--- config.mk ---
export PLATFORM = sky130hd
export DESIGN_NAME = cmos_capture_data
export DESIGN_NICKNAME = d
export VERILOG_FILES = /design/src/rtl/cmos_capture_data.sv
export SDC_FILE = /design/constraint.sdc
export NUM_CORES = 1
export LEC_CHECK = 0
export ABC_AREA = 1
export BUFFER_PORTS_ARGS = -buffer_cell sky130_fd_sc_hd__clkbuf_2
export CAP_MARGIN = 20
export CORE_UTILIZATION = 60
export DETAILED_ROUTE_END_ITERATION = 10
export PLACE_DENSITY = 0.76
export SYNTH_ARGS = -nofsm -noshare
export SYNTH_HDL_FRONTEND = slang
export SYNTH_SLANG_ARGS = --single-unit
--- constraint.sdc ---
create_clock -name pixel_clk -period 2.3 [get_ports pixel_clk]
set_clock_uncertainty 0.15 [all_clocks]
set_input_delay 0.23 -clock pixel_clk [delete_from_list [all_inputs] [get_ports pixel_clk]]
set_output_delay 0.23 -clock pixel_clk [all_outputs]
set_load 0.005 [all_outputs]
--- src/rtl/cmos_capture_data.sv ---
// Capture writer for the camera side of the RGB565 frame buffer.
// Pairs DVP bytes into RGB565 pixels and crops each frame to H_ACT x V_ACT.
// Write requests are issued once the sensor has settled for WAIT_FRAME
// vsync pulses after reset.
module cmos_capture_data #(
  parameter int WAIT_FRAME = 10,
  parameter int H_ACT      = 1024,
  parameter int V_ACT      = 768
) (
  input  logic        pixel_clk,
  input  logic        sys_rst,
  input  logic        cam_vsync,
  input  logic        cam_href,
  input  logic [7:0]  cam_data,
  output logic        cmos_wr_en,
  output logic [15:0] cmos_wr_data,
  output logic        cmos_frame_start,
  output logic        cmos_capturing,
  output logic        line_err
);

  // The limits are 12 bits wide so that a window of 2048 still compares
  // correctly against the 11-bit counters.
  localparam logic [11:0] H_LIM  = 12'(H_ACT);
  localparam logic [11:0] V_LIM  = 12'(V_ACT);
  localparam logic [7:0]  WAIT_N = 8'(WAIT_FRAME);
  localparam logic [10:0] CNT_MAX = 11'h7FF;

  typedef enum logic {SKIP, CAPTURE} state_t;

  state_t      state_reg;
  logic        vsync_d0, vsync_d1;
  logic        href_d0, href_d1;
  logic [7:0]  data_d0;
  logic [7:0]  frame_cnt;
  logic        byte_flag;
  logic [7:0]  hi_byte;
  logic [10:0] x_cnt, y_cnt;
  logic        wr_req_reg;
  logic [15:0] pix_reg;

  logic vs_rise, vs_fall, href_fall, pixel_done, in_window;

  assign vs_rise    = vsync_d0 & ~vsync_d1;
  assign vs_fall    = ~vsync_d0 & vsync_d1;
  assign href_fall  = ~href_d0 & href_d1;
  // A pixel that completes on the same cycle as a vsync rise is discarded.
  assign pixel_done = href_d0 & byte_flag & ~vs_rise;
  assign in_window  = ({1'b0, x_cnt} < H_LIM) && ({1'b0, y_cnt} < V_LIM);

  // Register the sensor inputs once; vsync and href get a second stage for edge detection.
  always_ff @(posedge pixel_clk) begin
    if (sys_rst) begin
      vsync_d0 <= 1'b0;
      vsync_d1 <= 1'b0;
      href_d0  <= 1'b0;
      href_d1  <= 1'b0;
      data_d0  <= 8'd0;
    end else begin
      vsync_d0 <= cam_vsync;
      vsync_d1 <= vsync_d0;
      href_d0  <= cam_href;
      href_d1  <= href_d0;
      data_d0  <= cam_data;
    end
  end

  // Skip the settling frames, then stay in capture until reset.
  always_ff @(posedge pixel_clk) begin
    if (sys_rst) begin
      state_reg      <= SKIP;
      frame_cnt      <= 8'd0;
      cmos_capturing <= 1'b0;
    end else begin
      case (state_reg)
        SKIP: begin
          if (vs_rise) begin
            frame_cnt <= frame_cnt + 8'd1;
            if (frame_cnt + 8'd1 == WAIT_N) begin
              state_reg      <= CAPTURE;
              cmos_capturing <= 1'b1;
            end
          end
        end
        CAPTURE: begin
          state_reg      <= CAPTURE;
          cmos_capturing <= 1'b1;
        end
        default: begin
          state_reg      <= SKIP;
          cmos_capturing <= 1'b0;
        end
      endcase
    end
  end

  // Pair bytes and track the pixel/line position within the frame.
  always_ff @(posedge pixel_clk) begin
    if (sys_rst) begin
      byte_flag <= 1'b0;
      hi_byte   <= 8'd0;
      x_cnt     <= 11'd0;
      y_cnt     <= 11'd0;
    end else if (vs_rise) begin
      byte_flag <= 1'b0;
      x_cnt     <= 11'd0;
      y_cnt     <= 11'd0;
    end else if (href_d0) begin
      byte_flag <= ~byte_flag;
      if (!byte_flag) begin
        hi_byte <= data_d0;
      end else if (x_cnt != CNT_MAX) begin
        x_cnt <= x_cnt + 11'd1;
      end
    end else begin
      byte_flag <= 1'b0;
      x_cnt     <= 11'd0;
      if (href_d1 && (y_cnt != CNT_MAX)) begin
        y_cnt <= y_cnt + 11'd1;
      end
    end
  end

  // Two-stage write path: qualify the pixel, then present it to the buffer.
  always_ff @(posedge pixel_clk) begin
    if (sys_rst) begin
      wr_req_reg       <= 1'b0;
      pix_reg          <= 16'd0;
      cmos_wr_en       <= 1'b0;
      cmos_wr_data     <= 16'd0;
      cmos_frame_start <= 1'b0;
    end else begin
      wr_req_reg       <= pixel_done && (state_reg == CAPTURE) && in_window;
      pix_reg          <= {hi_byte, data_d0};
      cmos_wr_en       <= wr_req_reg;
      if (wr_req_reg) begin
        cmos_wr_data <= pix_reg;
      end
      cmos_frame_start <= vs_fall && (state_reg == CAPTURE);
    end
  end

  // Sticky flag for a line that ended with half a pixel pending.
  always_ff @(posedge pixel_clk) begin
    if (sys_rst) begin
      line_err <= 1'b0;
    end else if (href_fall && byte_flag) begin
      line_err <= 1'b1;
    end
  end

endmodule

==> results.md <==
- Ant diodes: 0
- Detailed-route wire length per cell: 10.8 um
- Setup TNS: 0 ns
- Critical Path RT: 2.41 ns
- Clk pwr share: 37.1%
- Multi-input logic area: roughly 1400 sq um
- EDFF count, synth: 0
- Xor and xnor area share after synthesis: 2.01%
- Worst-Skew Late Latency: 0.35 ns
- Top FF cell, synth: dfxtp_1
- Synth Area in Simple Gates: 26.0%
- Routed WL: 6330 um
- IO buf count: 31
- Min cycle time layout: 1.86 ns
- Combinational power share: under 10%
- Kind of critical path: reg2reg
- Seq pwr share: 57.9%
- CP most frequent cell: nand2_1
- Via count: just under 3000
- Post-synthesis compound-gate area fraction: 9.47%
- Synthesized Nets: 478
- Global route total overflow: 0
- Async SR Flop Fraction: 0%
- Sequential area share after synthesis: 51.1%
- Rows: 27
- Post-synth top area cell: dfxtp_1
- CP max FO: 11
- Leakage power: 1.87 nW
- Die span in y: between 70 and 80 um
- Tot GR Track Use: 22.6%
- Mux cell area share after synthesis: 0%
- Switch share: 25.6%
- Final Hold Fails: 0
- Worst-path clk slew: 0.10 ns
- Post-Syn Area: between 3000 and 4000 sq um
- Setup-failing EPs final: 0
- FF+latch area: 1780 sq um
- Vias in the first global route: 2596
- Root Driver: clkbuf_8
- DRC violation count after routing: 0
- Top cell type's share of synthesized area: 51.1%
- Pin slew with the least headroom to its limit: about 0.51 ns
- Worst EP arrival: roughly 2 ns
- Critical-path top delay cell: dfxtp_1
- Syn_area_per_cell: ~7.6 sq um
- Die area: 6120 sq um
- Final nets: 524
- CTS Buf Count: 9
- CP max stage delay: 0.38 ns
- Startpoint types: register
- DP HPWL: 4310 um
- Psw: between 0.7 and 0.8 mW
- Max_cap viols: 0
- RSZ-0062 raised after global routing: no
- Status: complete, no violations
- Fill cells: 455
- Die width: 78.3 um
- Cell internal pwr: 2.06 mW
- RD Place Congestion: 0.849
- Placed Cells: around 560
- Post-CTS setup buffer count: 0
- Critical-path cell list: ha_1 > inv_1 > nor2_2 > nand3_1 > nand2_1 > inv_1 > nand2_1 > nand2_1 > nand2_1 > nor2_1
- Vias per cell: 4.92
- Worst slew margin: roughly two thirds
- Area Growth Syn to Fin: 14.8%
- Ports: 32
- Core ar.: 5540 sq um
- Global-route wire length before repair: 10900 um
- Largest family of logic cells by synthesized area: simple AND/OR/NAND/NOR gates
- Most common cell after layout, fill and taps aside: nor2_1
- Worst hold-check path type: in2reg
- Commonest non-fill, non-tap cells in the layout: 90 x nor2_1, 89 x dfxtp_1, 77 x nand2_1, 75 x inv_1, 31 x clkbuf_2
- Drt pass-1 iters: 4
- CP delay by family, top: simple AND/OR/NAND/NOR gates
- CTS tree: done
- Ys Warns: 0
- 1st-iter DRT viols: 128
- Worst path bufs/invs: 2
- Clock sink total: 89
- Post-Syn Instances: about 460
- Worst IR drop on VDD: 0.647 mV
- Kind of end point of the critical path: register
- Finished Layout Cells: just under 600
- Crit share post-route: about 80%
- Leading post-synthesis cells by cell area: dfxtp_1 51%, nor2_1 9.7%, nand2_1 8.3%, inv_1 8.1%, o21ai_0 3.7%
- Seq cells post-synth: between 80 and 90
- Pins over their slew limit: 0
- CTS Buffer Depth: 2
- Area share of fa/ha/maj cells after synthesis: 1.43%
- Initial core utilization: a little over three fifths
- Initial antenna violation count: 0
- Layout cells sized above 1: 13.1%
- Antenna viol nets, final: 0
- Fmax: 539 MHz
- Netlist cell types: 32
- H-Tree Depth: 3
- Pwr Density: 692 nW/um^2
- Pin count of the biggest net entering global routing: 29
==> kinds of logic after synthesis <==
kind of cell	count (synthesis)
AND/OR/NAND/NOR	210
flip-flops	89
buffers and inverters	88
AO/OA/AOI/OAI	63
XOR/XNOR	8
adder cells (fa/ha/maj)	4
==> Yosys cell counts (all sizes together), types with 4 or more instances <==
master  instances
xor2            6
nand3          19
a21oi          25
o22ai           8
dfxtp          89
nand2          81
buf             7
inv            76
ha              4
o21ai          28
clkbuf          4
nand4           6
nor2           96
==> power groups by stage <==
| stage | Combinational [mW] | Clock [mW] | Sequential (mW) |
|---|---|---|---|
| floorplan | 0.0934 | 0 | 1.64 |
| global placement | 0.122 | 0 | 1.64 |
| detailed placement | 0.126 | 0 | 1.64 |
| CTS | 0.139 | 1.05 | 1.61 |
| global route | 0.159 | 1.12 | 1.61 |
| finish | 0.139 | 1.03 | 1.61 |
==> metal layers <==
layer	vias to the layer above	wire [um]	global-route usage, %
li1	1526	-	-
met1	1315	3140	28.8
met2	34	2990	37.0
met3	6	137	3.84
met4	0	70	10.9
met5	-	0	0
==> tightest hold or removal path, cell delays in order <==
cell      delay (ns)
clkbuf_2        0.11
buf_4           0.17
nor2_1          0.06
==> final timing paths <==
path	slack, ns	end	depth (start not counted)	from
worst max-delay path	0.44	x_cnt[6]	10	x_cnt[0]
worst min-delay path	0.10	data_d0[7]	3	sys_rst
worst max register to register	0.44	x_cnt[6]	10	x_cnt[0]
worst min register to register	0.27	pix_reg[4]	2	data_d0[4]
==> what timing repair did <==
| action | 4_1_cts | 5_1_grt |
|---|---|---|
| resized for setup | 0 | 0 |
| hold buffers | 10 | 0 |
| hold endpoints to repair | 10 | 0 |
==> metrics by stage <==
stage / utilization [%] / power (mW) / cell area (sq um) / hold slack (ns) / worst slack (ns)
CTS: 72.3 / 2.80 / 4010 / 0.0901 / 0.448
detailed placement: 67.1 / 1.77 / 3710 / 0.261 / 0.462
floorplan: - / 1.73 / 3490 / 0.187 / 0.774
global placement: 67.1 / 1.76 / 3710 / 0.257 / 0.555
global route: 72.3 / 2.89 / 4010 / 0.109 / 0.270
finish: 72.3 / 2.77 / 4010 / 0.104 / 0.443
==> layout make-up <==
type,count,share of cell area (%)
inverters,77,7.28
flip-flops and latches,89,44.5
multi-input cells,285,33.9
well taps,72,2.25
clock inverters,7,1.69
repair buffers,46,7.31
clock buffers,9,3.09
Note: power is estimated with default switching activity, not from simulation.
